File: config.mk
export PLATFORM = sky130hd
export DESIGN_NAME = cmp_threshold_monitor
export DESIGN_NICKNAME = d
export VERILOG_FILES = /design/src/rtl/cmp_threshold_monitor.sv
export SDC_FILE = /design/constraint.sdc
export NUM_CORES = 1
export LEC_CHECK = 0
export CAP_MARGIN = 20
export CORE_ASPECT_RATIO = 0.75
export CORE_UTILIZATION = 40
export CTS_BUF_LIST = sky130_fd_sc_hd__clkbuf_8
export DETAILED_ROUTE_END_ITERATION = 7
export DONT_BUFFER_PORTS = 1
export SLEW_MARGIN = 20
export SYNTH_ARGS = -nofsm -noshare
export SYNTH_HDL_FRONTEND = slang
export SYNTH_SLANG_ARGS = --single-unit
File: constraint.sdc
create_clock -name clk -period 4.02 [get_ports clk]
set_clock_uncertainty 0.15 [all_clocks]
set_input_delay 1.206 -clock clk [delete_from_list [all_inputs] [get_ports clk]]
set_output_delay 1.206 -clock clk [all_outputs]
set_load 0.03 [all_outputs]
File: src/rtl/cmp_threshold_monitor.sv
// Debounced threshold alarm driven by the equal/greater/less flags of an upstream comparator.
// Optional build macro CMP_MONITOR_STICKY_EN: alarm latches in ACTIVE until clear or enable=0.
module cmp_threshold_monitor #(
    parameter int ASSERT_CNT  = 4,
    parameter int RELEASE_CNT = 2,
    parameter int EVT_W       = 8
) (
    input  logic             clk,
    input  logic             rst_n,
    input  logic             enable,
    input  logic             sample_valid,
    input  logic             greater,
    input  logic             less,
    input  logic             equal,
    input  logic             mode,
    input  logic             clear,
    output logic             alarm,
    output logic             alarm_rise,
    output logic             alarm_fall,
    output logic [EVT_W-1:0] event_count,
    output logic             flag_error
);

    localparam int MAX_CNT = (ASSERT_CNT > RELEASE_CNT) ? ASSERT_CNT : RELEASE_CNT;
    localparam int RUN_W   = $clog2(MAX_CNT + 1);
    localparam logic [RUN_W-1:0] ASSERT_LAST = RUN_W'(ASSERT_CNT - 1);
`ifndef CMP_MONITOR_STICKY_EN
    localparam logic [RUN_W-1:0] RELEASE_LAST = RUN_W'(RELEASE_CNT - 1);
`endif

    typedef enum logic [1:0] {
        S_IDLE   = 2'd0,
        S_ARMED  = 2'd1,
        S_ACTIVE = 2'd2
    } state_e;

    state_e             state_q, state_d;
    logic [RUN_W-1:0]   run_q, run_d;
    logic               alarm_q, alarm_d;
    logic               rise_q, rise_d;
    logic               fall_q, fall_d;
    logic [EVT_W-1:0]   event_q, event_d;
    logic               flag_q, flag_d;
    logic               mode_q;

    logic               flags_onehot;
    logic               good_sample;
    logic               bad_sample;
    logic               qual;
    logic               mode_changed;
    logic               assert_evt;
    logic [EVT_W-1:0]   event_base;

    // Exactly one of three: odd parity rules out 0 and 2 set, the AND rules out all three.
    assign flags_onehot = (greater ^ less ^ equal) & ~(greater & less & equal);
    assign good_sample  = sample_valid & flags_onehot;
    assign bad_sample   = sample_valid & ~flags_onehot;
    assign qual         = mode ? less : greater;
    assign mode_changed = (mode != mode_q);

    always_comb begin
        state_d    = state_q;
        run_d      = run_q;
        alarm_d    = alarm_q;
        assert_evt = 1'b0;

        if (!enable) begin
            state_d = S_IDLE;
            run_d   = '0;
            alarm_d = 1'b0;
        end else begin
            case (state_q)
                S_IDLE: begin
                    state_d = S_ARMED;
                    run_d   = '0;
                    alarm_d = 1'b0;
                end
                S_ARMED: begin
                    if (mode_changed) begin
                        run_d = '0;
                    end else if (good_sample) begin
                        if (qual) begin
                            if (run_q == ASSERT_LAST) begin
                                state_d    = S_ACTIVE;
                                run_d      = '0;
                                alarm_d    = 1'b1;
                                assert_evt = 1'b1;
                            end else begin
                                run_d = run_q + 1'b1;
                            end
                        end else begin
                            run_d = '0;
                        end
                    end
                end
                S_ACTIVE: begin
`ifdef CMP_MONITOR_STICKY_EN
                    run_d = '0;
                    if (clear) begin
                        state_d = S_ARMED;
                        alarm_d = 1'b0;
                    end
`else
                    if (mode_changed) begin
                        run_d = '0;
                    end else if (good_sample) begin
                        if (!qual) begin
                            if (run_q == RELEASE_LAST) begin
                                state_d = S_ARMED;
                                run_d   = '0;
                                alarm_d = 1'b0;
                            end else begin
                                run_d = run_q + 1'b1;
                            end
                        end else begin
                            run_d = '0;
                        end
                    end
`endif
                end
                default: begin
                    state_d = S_IDLE;
                    run_d   = '0;
                    alarm_d = 1'b0;
                end
            endcase
        end

        rise_d = alarm_d & ~alarm_q;
        fall_d = alarm_q & ~alarm_d;

        // clear acts first so a same-cycle assertion leaves the count at 1.
        event_base = clear ? '0 : event_q;
        if (assert_evt && (event_base != {EVT_W{1'b1}})) begin
            event_d = event_base + 1'b1;
        end else begin
            event_d = event_base;
        end

        flag_d = (clear ? 1'b0 : flag_q) | bad_sample;
    end

    always_ff @(posedge clk or negedge rst_n) begin
        if (!rst_n) begin
            state_q <= S_IDLE;
            run_q   <= '0;
            alarm_q <= 1'b0;
            rise_q  <= 1'b0;
            fall_q  <= 1'b0;
            event_q <= '0;
            flag_q  <= 1'b0;
            mode_q  <= 1'b0;
        end else begin
            state_q <= state_d;
            run_q   <= run_d;
            alarm_q <= alarm_d;
            rise_q  <= rise_d;
            fall_q  <= fall_d;
            event_q <= event_d;
            flag_q  <= flag_d;
            mode_q  <= mode;
        end
    end

    assign alarm       = alarm_q;
    assign alarm_rise  = rise_q;
    assign alarm_fall  = fall_q;
    assign event_count = event_q;
    assign flag_error  = flag_q;

endmodule

==> impl_metrics.csv <==
group,metric,value,unit
detailed_routing,drc,0,
sta,tightest_slew,449,ps
detailed_routing,final_antenna_net_count,0,
logic_synthesis,synth_area_leaders,"dfrtp_1 39%, ha_1 11%, xnor2_1 4.5%",
logic_synthesis,ys_ff_latch,18,
finish,nets,141,
die,die_h,48.8,um
logic_synthesis,async_reset_ff_frac,1.00,
die,dieArea,0.00315,mm^2
die,ioPinCount,21,
place,dp_cells,153,
global_route,grt_max_degree,19,
clocking,cts_buffer_depth,2,
logic_synthesis,avgSynthCellArea,9.83,um^2
sta,slew_headroom,0.700,
global_route,grt_overflow,0,
die,core,0.00268,mm^2
global_route,grt_pass1_wl,3770,um
clocking,hold_buffers,0,
pwr,peakVddDrop,0.147,mV
clocking,cts.sinks,18,
place,pre_cts_slack,1150,ps
sta,fmax,384,MHz
clocking,post_cts_buffers,0,
pwr,powerDensity,300,mW/mm^2
global_route,antenna_found_initial,0,
logic_synthesis,yosysSeqAreaShare,0.385,
setup_path,crit_buf_inv,0,
logic_synthesis,synth_fp_nets,138,
setup_path,slowest_stage,"o211ai_2",
setup_path,crit_arrival,2600,ps
clocking,worst_setup_hold_path_clk_slew,60,ps
logic_synthesis,synth_top_cell_by_area,"dfrtp_1",
clocking,cts_max_level,1,
worst_hold_path,hold_start,"run_q[0]",
clocking,cts-resized-gates,0,
logic_synthesis,synth_edf_count,0,
die,die_w,64.4,um
logic_synthesis,yosysWarnings,0,
logic_synthesis,syn_area,0.00117,mm^2
finish,area_delta_synth_final,6.52,%
finish,fin_cells,156,
worst_hold_path,hold_depth,1,
detailed_routing,wl_per_cell,14.3,um
flow_run,maxCapViolCount,0,
die,initial_core_util,0.436,
pwr,p_leak,0.512,nW
logic_synthesis,ys_top_cells_by_count,"18 x dfrtp_1, 11 x nor2_1, 10 x ha_1, 10 x nand2_1, 9 x inv_1",
setup_path,startpoint_type,"input pin",
finish,diodes,0,
worst_hold_path,hp-class,"flip-flop to flip-flop",
setup_path,reg2reg_from,"event_count[0]",
setup_path,r2r_setup_slack,1730,ps
detailed_routing,via_count,848,
worst_hold_path,min_to,"run_q[0]",
sta,drv_slew,0,
global_route,grt_usage,0.159,
place,port-buffer-count,0,
sta,period_share,0.648,
sta,rsz0062_at_grt,"false",
setup_path,cp_cell_sequence,"nor2b_1 > ha_1 > nand4b_1 > o211ai_2 > nor2_1 > mux2_2",
setup_path,required,4010,ps
global_route,grt_pass1_vias,846,
place,dp_hpwl,1680,um
clocking,clkLatencyLatePin,250,ps
run_status,status,"finished clean",
sta,min_period,2610,ps
setup_path,crit_family,"simple AND/OR/NAND/NOR gates",
setup_path,r2r_end,"event_count[1]",
setup_path,cp-end-kind,"flip-flop",
setup_path,crit_path_max_fanout,10,
place,gp_congestion,0.780,
clocking,cts_tree,"done",
finish,fin_util,0.465,
logic_synthesis,yosys.area.top_type_share,0.385,
clocking,cts_buffers,3,
detailed_routing,totalWireLength,2240,um
detailed_routing,drtIter0Drc,28,
sta,fin_ws,1410,ps
setup_path,reg2regPathDepth,6,
logic_synthesis,synth.most_common_cell,"dfrtp_1",
detailed_routing,dr.pass1.iters,4,
logic_synthesis,ys.flop_type,"dfrtp_1",
setup_path,cp_slowest_stage_delay,310,ps
sta,setup-violations-final,0,
sta,fin_setup_tns,0,ps
finish,drive_above_1_share,0.117,
sta,finalHoldViolCount,0,
logic_synthesis,synth_cell_types,38,
logic_synthesis,synthCells,119,
die,rows,16,
detailed_routing,via_per_inst,5.44,
setup_path,crit_type,"input pin to flip-flop",
clocking,cts_root_buf,"clkbuf_8",
-- worst max-delay path by stage --
stage,from,endpoint,slack (ps),depth (start not counted)
2_1_floorplan,clear,event_count[1],1210,7
3_3_place_gp,greater,event_count[1],1210,5
3_5_place_dp,greater,event_count[1],1150,5
4_1_cts,greater,event_count[1],1420,5
5_1_grt,clear,event_count[1],1300,6
6_report,clear,event_count[1],1410,6
-- area by class of cell --
class / count / area [um^2]
sequential: 18 / 450
tap: 36 / 45.0
multi-input combinational: 90 / 676
fill: 278 / 1440
clock buffer: 3 / 41.3
inverter: 9 / 33.8
-- logic make-up after synthesis --
family | after synthesis | synth area share
multiplexers | 2 | 0.0225
AND/OR/NAND/NOR | 51 | 0.246
flip-flops | 18 | 0.385
buffers and inverters | 11 | 0.0374
adder cells (fa/ha/maj) | 10 | 0.107
XOR/XNOR | 8 | 0.0663
AO/OA/AOI/OAI | 19 | 0.136
-- sequential cells by signal, summed over array words and instances (netlist names) --
register	flops
event_count	8
run_q	3
state_q	2
alarm	1
alarm_fall	1
alarm_rise	1
flag_error	1
mode_q	1
-- layout by cell type (no fill, tap or decap), types with 3 or more instances in the layout --
master | synthesis | final
dfrtp_1 | 18 | 18
nor2_1 | 11 | 11
nand2_1 | 10 | 10
ha_1 | 10 | 10
inv_1 | 9 | 9
nand3_1 | 7 | 7
xnor2_1 | 6 | 6
nor3_1 | 5 | 5
nor2b_1 | 3 | 3
nand3b_1 | 3 | 3
a21oi_1 | 3 | 3
clkbuf_8 | 0 | 3
-- through the flow --
stage | instance area, um^2 | hold slack (ps) | power (mW)
final | 1250 | 364 | 0.374
after global routing | 1250 | 401 | 0.392
after CTS | 1250 | 366 | 0.377
after detailed placement | 1200 | 353 | 0.251
after global placement | 1200 | 345 | 0.250
after floorplan | 1170 | 327 | 0.243
-- metal layers --
metal	up-vias	part of all wire	wire (um)	track usage
met2	19	0.43	956	0.219
met3	5	0.058	129	0.0584
li1	419	-	-	-
met5	-	0	0	0
met4	0	0.012	27	0.0556
met1	405	0.50	1120	0.225
-- power by group --
part	internal (mW)	switching [mW]
Combinational	0.0229	0.0328
Clock	0.0666	0.0593
Sequential	0.186	0.00655
(Power assumes the default switching activity.)
